--- src/rtl/uart16550_pkg.sv ---
// Shared types for the 16550 receive path: FSM states, LCR/CSR view,
// received-character record and the frame-length helper.
package uart16550_pkg;

   typedef enum logic [2:0] {IDLE, START, DATA, PARITY, STOP} rxp_state_t;

   typedef struct packed {
      logic       dlab;
      logic       set_break;
      logic       stick_parity;
      logic       eps;
      logic       pen;
      logic       stb;
      logic [1:0] wls;
   } lcr_t;

   typedef struct packed {
      lcr_t lcr;
   } csr_t;

   typedef struct packed {
      logic [7:0] d;
      logic       pe;
      logic       fe;
      logic       bi;
   } rxp_d_t;

   // Oversample ticks in one complete character, stop bits included.
   function automatic int unsigned rxp_frame_ticks(input lcr_t lcr, input int unsigned os);
      int unsigned f;
      f = os * (32'd7 + 32'(lcr.wls) + 32'(lcr.pen));
      if (lcr.stb) f = f + ((lcr.wls == 2'd0) ? os / 2 : os);
      return f;
   endfunction

endpackage

--- src/rtl/uart16550_rx_sampler.sv ---
// sin synchroniser plus tick-rate history: falling-edge detect and
// 3-sample majority over the current and two previous baud ticks.
module uart16550_rx_sampler #(
   parameter int unsigned SYNC_STAGES = 2
) (
   input  logic clk_i,
   input  logic rst_i,
   input  logic tick_i,
   input  logic sin_i,
   output logic sin_s_o,
   output logic fall_o,
   output logic maj_o
);

   logic [SYNC_STAGES-1:0] sync_q, sync_d;
   logic [1:0]             hist_q, hist_d;
   logic                   s;

   assign s = sync_q[SYNC_STAGES-1];

   always_comb begin
      sync_d = {sync_q[SYNC_STAGES-2:0], sin_i};
      hist_d = hist_q;
      if (tick_i) hist_d = {hist_q[0], s};
   end

   always_ff @(posedge clk_i) begin
      if (rst_i) begin
         sync_q <= '1;
         hist_q <= 2'b11;
      end else begin
         sync_q <= sync_d;
         hist_q <= hist_d;
      end
   end

   // Edge is judged against the previous tick's sample, so it lands on a tick cycle.
   assign sin_s_o = s;
   assign fall_o  = tick_i & hist_q[0] & ~s;
   assign maj_o   = (hist_q[1] & hist_q[0]) | (hist_q[1] & s) | (hist_q[0] & s);

endmodule

--- src/rtl/uart16550_rxp.sv ---
// 16550 receive path: frame FSM, break detection and RxFIFO push.
// Optional character timeout is built when UART16550_RXP_TIMEOUT_EN is defined.
module uart16550_rxp
   import uart16550_pkg::*;
#(
   parameter int unsigned OVERSAMPLE    = 16,
   parameter int unsigned SYNC_STAGES   = 2,
   parameter int unsigned TIMEOUT_CHARS = 4
) (
   input  logic   clk_i,
   input  logic   rst_i,
   input  logic   baudout_i,
   input  csr_t   csr_i,
   input  logic   sin_i,
   input  logic   fifo_empty_i,
   input  logic   fifo_rd_i,
   output logic   push_o,
   output rxp_d_t q_o,
   output logic   break_o,
   output logic   timeout_o
);

   localparam int unsigned      MID       = OVERSAMPLE / 2;
   localparam int unsigned      CNT_W     = $clog2(TIMEOUT_CHARS * OVERSAMPLE * 12 + 1);
   localparam logic [CNT_W-1:0] SAMPLE_AT = CNT_W'(MID + 1);
   localparam logic [CNT_W-1:0] BIT_END   = CNT_W'(OVERSAMPLE - 1);

   logic sin_s, fall, maj;

   uart16550_rx_sampler #(.SYNC_STAGES(SYNC_STAGES)) u_sampler (
      .clk_i   (clk_i),
      .rst_i   (rst_i),
      .tick_i  (baudout_i),
      .sin_i   (sin_i),
      .sin_s_o (sin_s),
      .fall_o  (fall),
      .maj_o   (maj)
   );

   rxp_state_t       state_q, state_d;
   logic [CNT_W-1:0] tick_cnt_q, tick_cnt_d, bit_cnt_q, bit_cnt_d, brk_cnt_q, brk_cnt_d;
   logic [7:0]       data_q, data_d;
   logic             pe_q, pe_d, all_low_q, all_low_d, pend_q, pend_d;
   logic             break_q, break_d, push_q, push_d;
   rxp_d_t           q_q, q_d;
   logic [CNT_W-1:0] frame_ticks, last_bit;
   logic             sample_tick, bit_end, exp_par, brk_hit;
   logic             unused_csr;

   assign frame_ticks = CNT_W'(rxp_frame_ticks(csr_i.lcr, OVERSAMPLE));
   assign last_bit    = CNT_W'(4) + CNT_W'(csr_i.lcr.wls);
   assign sample_tick = baudout_i && (tick_cnt_q == SAMPLE_AT);
   assign bit_end     = baudout_i && (tick_cnt_q == BIT_END);
   assign exp_par     = csr_i.lcr.stick_parity ? ~csr_i.lcr.eps
                                               : (csr_i.lcr.eps ? ^data_q : ~^data_q);
   assign brk_hit     = baudout_i && !sin_s && (brk_cnt_q == CNT_W'(1));
   assign unused_csr  = ^{csr_i.lcr.dlab, csr_i.lcr.set_break};

   // An all-low frame ending in a framing error is held back: it either becomes
   // the break character or is pushed as a plain framing error once sin rises.
   always_comb begin
      state_d    = state_q;
      tick_cnt_d = tick_cnt_q;
      bit_cnt_d  = bit_cnt_q;
      brk_cnt_d  = brk_cnt_q;
      data_d     = data_q;
      pe_d       = pe_q;
      all_low_d  = all_low_q && !sin_s;
      pend_d     = pend_q;
      break_d    = break_q && !sin_s;
      push_d     = 1'b0;
      q_d        = q_q;

      if (sin_s)                                  brk_cnt_d = frame_ticks;
      else if (baudout_i && brk_cnt_q != '0)      brk_cnt_d = brk_cnt_q - CNT_W'(1);

      if (baudout_i && state_q != IDLE) tick_cnt_d = bit_end ? '0 : tick_cnt_q + CNT_W'(1);

      if (pend_q && sin_s) begin
         pend_d = 1'b0;
         push_d = 1'b1;
      end

      case (state_q)
         IDLE: begin
            if (fall && !break_q) begin
               state_d    = START;
               tick_cnt_d = '0;
               bit_cnt_d  = '0;
               data_d     = '0;
               pe_d       = 1'b0;
               all_low_d  = 1'b1;
            end
         end
         START: begin
            if (sample_tick && maj) state_d = IDLE;
            else if (bit_end)       state_d = DATA;
         end
         DATA: begin
            if (sample_tick) data_d[bit_cnt_q[2:0]] = maj;
            if (bit_end) begin
               if (bit_cnt_q == last_bit) state_d = csr_i.lcr.pen ? PARITY : STOP;
               else                       bit_cnt_d = bit_cnt_q + CNT_W'(1);
            end
         end
         PARITY: begin
            if (sample_tick) pe_d = maj ^ exp_par;
            if (bit_end)     state_d = STOP;
         end
         STOP: begin
            if (sample_tick) begin
               state_d = IDLE;
               q_d     = '{d: data_q, pe: pe_q, fe: ~maj, bi: 1'b0};
               if (!maj && all_low_q && !sin_s) pend_d = 1'b1;
               else                             push_d = 1'b1;
            end
         end
         default: state_d = IDLE;
      endcase

      if (brk_hit) begin
         state_d = IDLE;
         break_d = 1'b1;
         pend_d  = 1'b0;
         push_d  = 1'b1;
         q_d     = '{d: 8'h00, pe: 1'b0, fe: 1'b1, bi: 1'b1};
      end
   end

   always_ff @(posedge clk_i) begin
      if (rst_i) begin
         state_q    <= IDLE;
         tick_cnt_q <= '0;
         bit_cnt_q  <= '0;
         brk_cnt_q  <= frame_ticks;
         data_q     <= '0;
         pe_q       <= 1'b0;
         all_low_q  <= 1'b0;
         pend_q     <= 1'b0;
         break_q    <= 1'b0;
         push_q     <= 1'b0;
         q_q        <= '0;
      end else begin
         state_q    <= state_d;
         tick_cnt_q <= tick_cnt_d;
         bit_cnt_q  <= bit_cnt_d;
         brk_cnt_q  <= brk_cnt_d;
         data_q     <= data_d;
         pe_q       <= pe_d;
         all_low_q  <= all_low_d;
         pend_q     <= pend_d;
         break_q    <= break_d;
         push_q     <= push_d;
         q_q        <= q_d;
      end
   end

   assign push_o  = push_q;
   assign q_o     = q_q;
   assign break_o = break_q;

`ifdef UART16550_RXP_TIMEOUT_EN
   logic [CNT_W-1:0] to_cnt_q, to_cnt_d, to_reload;
   logic             timeout_q, timeout_d;

   assign to_reload = CNT_W'(TIMEOUT_CHARS * rxp_frame_ticks(csr_i.lcr, OVERSAMPLE));

   always_comb begin
      to_cnt_d = to_cnt_q;
      if (push_q || fifo_rd_i || fifo_empty_i || state_q != IDLE) to_cnt_d = to_reload;
      else if (baudout_i && to_cnt_q != '0)                        to_cnt_d = to_cnt_q - CNT_W'(1);
      timeout_d = (to_cnt_d == '0);
   end

   always_ff @(posedge clk_i) begin
      if (rst_i) begin
         to_cnt_q  <= to_reload;
         timeout_q <= 1'b0;
      end else begin
         to_cnt_q  <= to_cnt_d;
         timeout_q <= timeout_d;
      end
   end

   assign timeout_o = timeout_q;
`else
   logic unused_fifo;
   assign unused_fifo = fifo_empty_i ^ fifo_rd_i;
   assign timeout_o   = 1'b0;
`endif

endmodule
--- config.mk ---
export PLATFORM = sky130hd
export DESIGN_NAME = uart16550_rxp
export DESIGN_NICKNAME = d
export VERILOG_FILES = /design/src/rtl/uart16550_pkg.sv /design/src/rtl/uart16550_rx_sampler.sv /design/src/rtl/uart16550_rxp.sv
export SDC_FILE = /design/constraint.sdc
export NUM_CORES = 1
export LEC_CHECK = 0
export CORE_ASPECT_RATIO = 1.25
export CORE_UTILIZATION = 60
export CTS_BUF_LIST = sky130_fd_sc_hd__clkbuf_16
export CTS_CLUSTER_SIZE = 14
export DETAILED_ROUTE_END_ITERATION = 8
export DONT_BUFFER_PORTS = 1
export PLACE_DENSITY = 0.84
export SLEW_MARGIN = 0
export SYNTH_ARGS = -nofsm -noshare
export SYNTH_HDL_FRONTEND = slang
export SYNTH_SLANG_ARGS = --single-unit
export TNS_END_PERCENT = 5
--- constraint.sdc ---
create_clock -name clk_i -period 2.18 [get_ports clk_i]
set_clock_uncertainty 0.05 [all_clocks]
set_input_delay 0.218 -clock clk_i [delete_from_list [all_inputs] [get_ports clk_i]]
set_output_delay 0.218 -clock clk_i [all_outputs]
set_load 0.02 [all_outputs]
**After elaboration in Yosys (flattened, before gate mapping)**

Cells that the tools add are included.

- Add/subtract/negate cells: 7
- $lt $le $gt $ge: 2
- Equal/unequal tests: 17
- Mux-type cells: 48
- Bitwise logic cells: 11
- Reductions and logical operators: 35

Operators with widths:

| operator | count |
|---|---|
| $mux 10 | 11 |
| $mux 3 | 8 |
| $add 10x1->10 const B | 2 |
| $eq 10x4->1 const B | 2 |
| $pmux 10 s2 | 1 |
| $mux 1 | 17 |
| $mux 8 | 2 |
| $ne 2x2->1 const B | 8 |
| $pmux 8 s2 | 1 |
| $pmux 3 s5 | 1 |
| $logic_and 1x1->1 | 14 |
| $add 9x5->10 | 1 |
| $eq 10x1->1 const B | 1 |
| $eq 10x4->1 | 1 |
| $reduce_bool 10->1 | 1 |
| $sub 10x1->10 const B | 1 |
| $add 3x2->4 const A | 2 |
| $bwmux 8 | 1 |
| $reduce_bool 2->1 | 4 |
| $reduce_xnor 8->1 | 1 |
| $reduce_xor 8->1 | 1 |
| $eq 3x2->1 const B | 2 |
| $mux 2 | 3 |
| $reduce_and 3->1 | 2 |
| other kinds (21) | 32 |

- Bits in registers: 61
- Output and inout bits: 14
- Logic and storage cells: 136

**Longest topological paths before layout**

Gate-level depths: netlist of run 1.

- Depth after elaboration: 10
- Gate-level depth with buffers: 9

**Modules after synthesis**

Synthesis of run 1 repeated with hierarchy kept, for this count alone.

- Cell total of the unflattened synthesis: 364
- Area total of the unflattened synthesis: 3158.0 um^2

By module, submodules not included:

| module | instances | cells an instance | area each (um^2) | seq. area each (um^2) |
|---|---|---|---|---|
| uart16550_rxp | 1 | 351 | 3017.9 | 1241.2 |
| uart16550_rx_sampler | 1 | 13 | 140.1 | 80.1 |

**Least setup slack after synthesis of run 1**

Ideal clock, no wire load.

- Kind: register to register
- Start point: register tick_cnt_q[6]
- End point: register data_q[2]
- Arrival time: 1.703 ns
- Setup slack: 0.300 ns
- Cell stages (with the launch flop): 6
- Buffers on the path: 0
- Clock period less this slack: 1.880 ns
- Cell sequence: dfxtp_1 > nor4_4 > nand4_4 > a2111oi_2 > mux2i_1 > nor2_1

- Word-level cells in the longest chain between the ends: 4

RTL lines:

| item | line | source |
|---|---|---|
| start, declared | uart16550_rxp.sv:41 | `logic [CNT_W-1:0] tick_cnt_q, tick_cnt_d, bit_cnt_q, bit_cnt_d, brk_cnt_q, brk_cnt_d;` |
| start signal, assigned | uart16550_rxp.sv:145 | `tick_cnt_q <= tick_cnt_d;` |
| $eq 10x4->1 | uart16550_rxp.sv:52 | `assign sample_tick = baudout_i && (tick_cnt_q == SAMPLE_AT);` |
| $logic_and 1x1->1 | uart16550_rxp.sv:52 |  |
| $ne 2x2->1 (no source line) | n/a |  |
| $reduce_and 3->1 (no source line) | n/a |  |
| end signal, assigned | uart16550_rxp.sv:148 | `data_q <= data_d;` |
| end, declared | uart16550_rxp.sv:42 | `logic [7:0] data_q, data_d;` |

No other way between the ends.
A chain may end at the register's enable or synchronous reset.

**Worst setup path after layout of run 1**

- Start point: register state_q[1]
- End point: register bit_cnt_q[8]

- Word-level cells in the longest chain between the ends: 3
- Elaborated cells on any way between the ends: 8
- Those cells by class: eq/ne (4); mux (1); reduce/logical (3)

RTL lines:

| item | line | source |
|---|---|---|
| start, declared | uart16550_rxp.sv:40 | `rxp_state_t state_q, state_d;` |
| start signal, assigned | uart16550_rxp.sv:144 | `state_q <= state_d;` |
| $eq 3x2->1 or $logic_not 3->1 (tied branches) | uart16550_rxp.sv:84 | `case (state_q)` |
| $ne 2x2->1 (no source line) or $reduce_bool 2->1 (tied branches) | n/a |  |
| $reduce_and 4->1 (no source line) | n/a |  |
| end signal, assigned | uart16550_rxp.sv:146 | `bit_cnt_q <= bit_cnt_d;` |
| end, declared | uart16550_rxp.sv:41 |  |

Several ways; a longest one is shown, not always the timed one.

==> flow_summary.toml, run 1 <==
[global_route]
grt_pass1_vias = 2617
grt_overflow = 0
grt_pass1_wl_um = 12100
grt_max_degree = 20
antenna_found_initial = 0
globalRouteTotalUtil_pct = 25.8

[timing]
slew_headroom_pct = 59.6
max_slew.worst_pin.slew_ps = 598
hold_viol = 0
finalSetupTns_ps = 0
post-route-period-util_pct = 94.6
timing.final.ws_setup_ps = 118
drv_slew = 0
hold_ws_ps = 21.3
setup_viol = 0
period_needed_ps = 2060
fmax_mhz = 485
rsz0062_at_grt = "false"

[worst_setup_path]
rrSetupSlack_ps = 120
start_kind = "flip-flop"
endpoint_kind = "flip-flop"
critical_path.max_fanout = 7
rr_startpoint = "state_q[1]$_SDFFE_PP0P_"
critPathKind = "reg2reg"
critPathLaunch = "state_q[1]$_SDFFE_PP0P_"
cp_data_arrival_time_ps = 2230
worstPathRequired_ps = 2350

[final_layout]
stdcell_area_mm2 = 0.00384
layout.nets = 399
nFillCells = 380
final_cells = 444
drive_gt1_share_pct = 15.3
syn_to_final_growth_pct = 13.1
mostFrequentLayoutCell = "nor2_1"
antennaDiodeCount = 0
mostFrequentLayoutCells = "nor2_1, dfxtp_1, nand2_1"

[placed_design]
place_congestion = 0.871
place_hpwl_um = 5050
post_dp_cell_area_mm2 = 0.00351
pre_cts_ws_ps = 116
numPortBuffers = 0
placed_cells = 425

[floorplan]
die_area_mm2 = 0.00597
rows = 30
die_h_um = 86.1
core-area_mm2 = 0.00544
initial_utilization_pct = 62.4
die_w_um = 69.3
ios = 28

[min_path]
hold_class = "in2reg"
min_from = "rst_i"

[logic_synthesis]
synth-edff-count = 10
ys_async_sr_fraction_pct = 0
synth.ff_latch_count = 61
avgSynthCellArea_um2 = 9.41
synth_cells = 361
syn_nets = 385
synth.cell_area_mm2 = 0.00340
yosysSeqAreaShare_pct = 38.9
yosysUniqueCellTypes = 61
yosys_warnings = 0
synthFlopType = "dfxtp_1"

[drt]
drc = 0
drt_iter0_markers = 164
dr_total_vias = 2668
via_per_inst = 6.01
wl_um = 7370
ant_nets = 0
drtPass1Iterations = 6
wl_per_cell_um = 16.6

[clock_network]
postCtsSetupBuffers = 0
clock_latency_ps = 330
clockBufferDepth = 2
cts_tree = "yes"
clock_sinks = 61
root_buffer = "clkbuf_16"
htree_levels = 3
cts-buffers-inserted = 9
path_clk_slew_ps = 50

[job]
drv_cap = 0

[pwr]
power_leakage_nw = 1.45
power-per-cell-area_mw_per_mm2 = 856
vdd_drop_max_mv = 0.536

[status]
outcome = "completed"
[kinds of logic after synthesis]
logic type | Yosys count | synth area share, %
AOI/OAI and AO/OA | 56 | 14.5
DFF | 61 | 38.9
and+or+nand+nor | 149 | 23.7
adders and majority gates | 11 | 3.98
buffers and inverters | 30 | 4.38
xor gates and xnor gates | 33 | 8.51
muxes | 20 | 5.89
other | 1 | 0.110
[per-stage QoR]
step                power, mW  util (%)
detailed placement       1.86      64.5
global placement         1.83      64.5
global route             3.40      70.6
CTS                      3.28      70.5
floorplan                1.73         -
finish                   3.29      70.6
[power by group]
| part | switching, mW | total, mW | internal, mW |
|---|---|---|---|
| sequential | 0.0645 | 1.26 | 1.19 |
| clock | 0.523 | 1.41 | 0.887 |
| combinational | 0.357 | 0.622 | 0.266 |
[flip-flops by register name, summed over array words and instances (netlist names)]
| signal | flops |
|---|---|
| q_o | 11 |
| bit_cnt_q | 10 |
| brk_cnt_q | 10 |
| tick_cnt_q | 10 |
| data_q | 8 |
| state_q | 3 |
| u_sampler.hist_q | 2 |
| u_sampler.sync_q | 2 |
| all_low_q | 1 |
| break_o | 1 |
| pe_q | 1 |
| pend_q | 1 |
| push_o | 1 |
[path summary, 6_finish.rpt]
| check | end | cells after the start |
|---|---|---|
| worst max-delay path | bit_cnt_q[8]$_SDFFE_PP0P_ | 6 |
| worst min-delay path | u_sampler.hist_q[0]$_SDFFE_PP1P_ | 2 |
| worst max register to register | bit_cnt_q[8]$_SDFFE_PP0P_ | 6 |
| worst min register to register | u_sampler.sync_q[1]$_SDFF_PP1_ | 1 |
[routing by layer]
| layer | vias up | wire length [µm] | track usage, % |
|---|---|---|---|
| met2 | 69 | 3840 | 46.4 |
| li1 | 1311 | - | - |
| met4 | 0 | 244 | 15.8 |
| met5 | - | 0 | 0 |
| met1 | 1265 | 2990 | 27.2 |
| met3 | 23 | 288 | 6.11 |
[repair_timing]
action / in CTS / in global routing
hold buffers: 3 / 0
hold endpoints to repair: 11 / 0
gates resized for setup: 0 / 1
setup endpoints to repair: 0 / 1
[area by class of cell]
cell class                 instances  area (µm²)  area share (%)
sequential                        61        1320            34.4
inverter                          12        45.0            1.17
clock buffer                       9         225            5.86
multi-input combinational        270        1930            50.3
timing repair buffer              21         165            4.30
tap                               64        80.1            2.08
clock inverter                     7        73.8            1.92
[critical path, stage by stage (launching register included)]
cell and delay (ps):
dfxtp_1 440, or3b_4 450, a41o_1 310, buf_4 190, a2111oi_4 300, xnor2_1 160, nor2_1 60
[Yosys cell counts, drive strengths merged (2+ instances only)]
library cell	instances	share of area, %
nor2	56	6.2
dfxtp	51	30
nand2	30	3.3
xnor2	23	5.9
a21oi	20	2.9
mux2i	20	5.9
nand3	14	2.1
inv	12	1.3
buf	11	2.2
edfxtp	10	8.8
ha	10	3.7
xor2	10	2.6
a211oi	8	1.8
clkbuf	7	0.85
a2111oi	6	4.1
nor4	6	1.7
nand2b	5	0.92
or2	5	0.92
and3	4	0.77
nand4	4	1.2
nor3	4	0.59
nor3b	4	1.4
a31oi	3	0.99
nand3b	3	1.0
o2111ai	3	0.77
o31ai	3	0.66
a21boi	2	0.44
a41o	2	0.59
and3b	2	0.52
nor4b	2	0.52
o311a	2	0.59
o311ai	2	0.52
or3	2	0.37
or3b	2	0.59
or4	2	0.55
Power figures use the tool's default switching activity.
==> run 2: changes to the inputs <==
--- a/config.mk
+++ b/config.mk
@@ -8,7 +8,7 @@
 export CORE_ASPECT_RATIO = 1.25
 export CORE_UTILIZATION = 60
 export CTS_BUF_LIST = sky130_fd_sc_hd__clkbuf_16
-export CTS_CLUSTER_SIZE = 14
+export CTS_CLUSTER_SIZE = 30
 export DETAILED_ROUTE_END_ITERATION = 8
 export DONT_BUFFER_PORTS = 1
 export PLACE_DENSITY = 0.84
==> results of run 2 <==
Same layout as run 1: the final DEF is identical, and so are final timing and power.
==> run 3: changes to the inputs <==
--- a/config.mk
+++ b/config.mk
@@ -6,12 +6,11 @@
 export NUM_CORES = 1
 export LEC_CHECK = 0
 export CORE_ASPECT_RATIO = 1.25
-export CORE_UTILIZATION = 60
+export CORE_UTILIZATION = 57
 export CTS_BUF_LIST = sky130_fd_sc_hd__clkbuf_16
-export CTS_CLUSTER_SIZE = 30
 export DETAILED_ROUTE_END_ITERATION = 8
 export DONT_BUFFER_PORTS = 1
-export PLACE_DENSITY = 0.84
+export PLACE_DENSITY = 0.83
 export SLEW_MARGIN = 0
 export SYNTH_ARGS = -nofsm -noshare
 export SYNTH_HDL_FRONTEND = slang
==> constraint.sdc (replaced) <==
create_clock -name clk_i -period 1.8 [get_ports clk_i]
set_clock_uncertainty 0.05 [all_clocks]
set_input_delay 0.18 -clock clk_i [delete_from_list [all_inputs] [get_ports clk_i]]
set_output_delay 0.18 -clock clk_i [all_outputs]
set_load 0.02 [all_outputs]
==> flow_summary.toml, run 3 (synthesis results as in run 1) <==
[global_route]
globalRouteTotalUtil_pct = 29.7
grt_max_degree = 16
antenna_found_initial = 0
grt_overflow = 0
grt_pass1_wl_um = 14200
grt_pass1_vias = 2989

[clock_network]
clockBufferDepth = 2
htree_levels = 3
clock_latency_ps = 330
clock_sinks = 61
cts_tree = "yes"
root_buffer = "clkbuf_16"
path_clk_slew_ps = 50
cts-buffers-inserted = 9

[pwr]
power_leakage_nw = 1.74
vdd_drop_max_mv = 0.593
intPower_mw = 2.97
power_mw = 4.26
power-per-cell-area_mw_per_mm2 = 946
p_switching_mw = 1.29
p_clk_share_pct = 37.3
sw_frac_of_total_pct = 30.2
combPwrFrac_pct = 27.0
p_seq_share_pct = 35.7

[placed_design]
placed_cells = 466
place_hpwl_um = 5550
pre_cts_ws_ps = -105
numPortBuffers = 0
post_dp_cell_area_mm2 = 0.00385
place_congestion = 0.867

[job]
drv_cap = 0

[worst_setup_path]
critical_path.max_fanout = 4
critPathKind = "reg2reg"
rrSetupSlack_ps = -160
rr_startpoint = "state_q[0]$_SDFFE_PP0P_"
cp_data_arrival_time_ps = 2130
endpoint_kind = "flip-flop"
r2r_end = "tick_cnt_q[6]$_SDFF_PP0_"
rr_worst_depth = 8
start_kind = "flip-flop"
worstPathRequired_ps = 1970

[final_layout]
antennaDiodeCount = 0
stdcell_area_mm2 = 0.00450
largest_register_ffs = 11
mostFrequentLayoutCell = "buf_4"
final_cells = 494
mostFrequentLayoutCells = "buf_4, nor2_1, dfxtp_1"
layout.nets = 447
drive_gt1_share_pct = 33.2
syn_to_final_growth_pct = 32.4

[floorplan]
die_w_um = 71.1
die_h_um = 88.3
core-area_mm2 = 0.00578
die_area_mm2 = 0.00627
rows = 31
ios = 28
initial_utilization_pct = 58.8

[timing]
rsz0062_at_grt = "true"
fmax_mhz = 509
post-route-period-util_pct = 109
drv_slew = 0
slew_headroom_pct = 56.7
period_needed_ps = 1960
hold_viol = 0
timing.final.ws_setup_ps = -164
finalSetupTns_ps = -1120
max_slew.worst_pin.slew_ps = 641
setup_viol = 17

[drt]
wl_um = 9840
wl_per_cell_um = 19.9
drc = 2
ant_nets = 0
dr_total_vias = 3090
drtPass1Iterations = 9
drt_iter0_markers = 302
via_per_inst = 6.26

[min_path]
min_from = "csr_i[3]"
min_to = "state_q[2]$_SDFFE_PP0P_"
holdPathStages = 3
hold_class = "in2reg"

[status]
outcome = "finished, violations left"
failed_checks = "design-rule violations, negative setup slack"
## run 3: power groups by stage
stage / registers [mW] / clock network (mW) / logic (mW)
3_3_place_gp: 1.51 / 0 / 0.847
2_1_floorplan: 1.51 / 0 / 0.593
3_5_place_dp: 1.52 / 0 / 0.877
4_1_cts: 1.50 / 1.59 / 0.969
5_1_grt: 1.52 / 1.66 / 1.21
6_report: 1.52 / 1.59 / 1.15
## run 3: how the worst max path moves through the flow
stage,from,end,slack [ps],cells past startpoint
detailed placement,state_q[1]$_SDFFE_PP0P_,data_q[0]$_SDFFE_PP0P_,-110,6
CTS,tick_cnt_q[6]$_SDFF_PP0_,state_q[1]$_SDFFE_PP0P_,-60,5
global placement,tick_cnt_q[0]$_SDFF_PP0_,data_q[0]$_SDFFE_PP0P_,-30,6
floorplan,state_q[2]$_SDFFE_PP0P_,bit_cnt_q[8]$_SDFFE_PP0P_,-40,7
global route,state_q[1]$_SDFFE_PP0P_,state_q[1]$_SDFFE_PP0P_,-190,8
finish,state_q[0]$_SDFFE_PP0P_,tick_cnt_q[6]$_SDFF_PP0_,-160,8
## run 3: final cells by class
type,count,area [µm²]
Fill cell,309,1280
Timing Repair Buffer,69,578
Clock buffer,10,250
Multi-Input combinational cell,270,2180
Sequential cell,61,1340
Inverter,12,45.0
Tap cell,66,82.6
Clock inverter,6,26.3
## run 3: what timing repair did
| action | CTS | global route |
|---|---|---|
| setup buffers | 6 | 2 |
| endpoints found under the hold margin | 12 | 0 |
| hold buffers | 4 | 0 |
| pin swaps | 7 | 17 |
| endpoints found under the setup margin | 33 | 43 |
| gates resized for setup | 24 | 40 |
## run 3: worst max-delay path, cell delays in order, from the launching register on
cell and delay (ps):
dfxtp_2 340, buf_6 130, buf_4 150, o311ai_0 590, buf_4 240, nor2_1 70
nand2_1 90, xor2_1 150, nor2_1 50
## run 3: through the flow
stage	hold WS, ps	util [%]
final	42.5	77.9
after global placement	202	66.7
after detailed placement	204	66.7
after global routing	46.3	77.9
after floorplan	234	-
after CTS	32.2	74.4
## run 3: layer usage
| metal | global-route usage (%) | vias to the layer above | share of wire [%] |
|---|---|---|---|
| li1 | - | 1401 | - |
| met1 | 31.2 | 1522 | 38 |
| met2 | 54.3 | 126 | 52 |
| met3 | 7.86 | 41 | 6.1 |
| met4 | 16.5 | 0 | 4.0 |
| met5 | 0 | - | 0 |
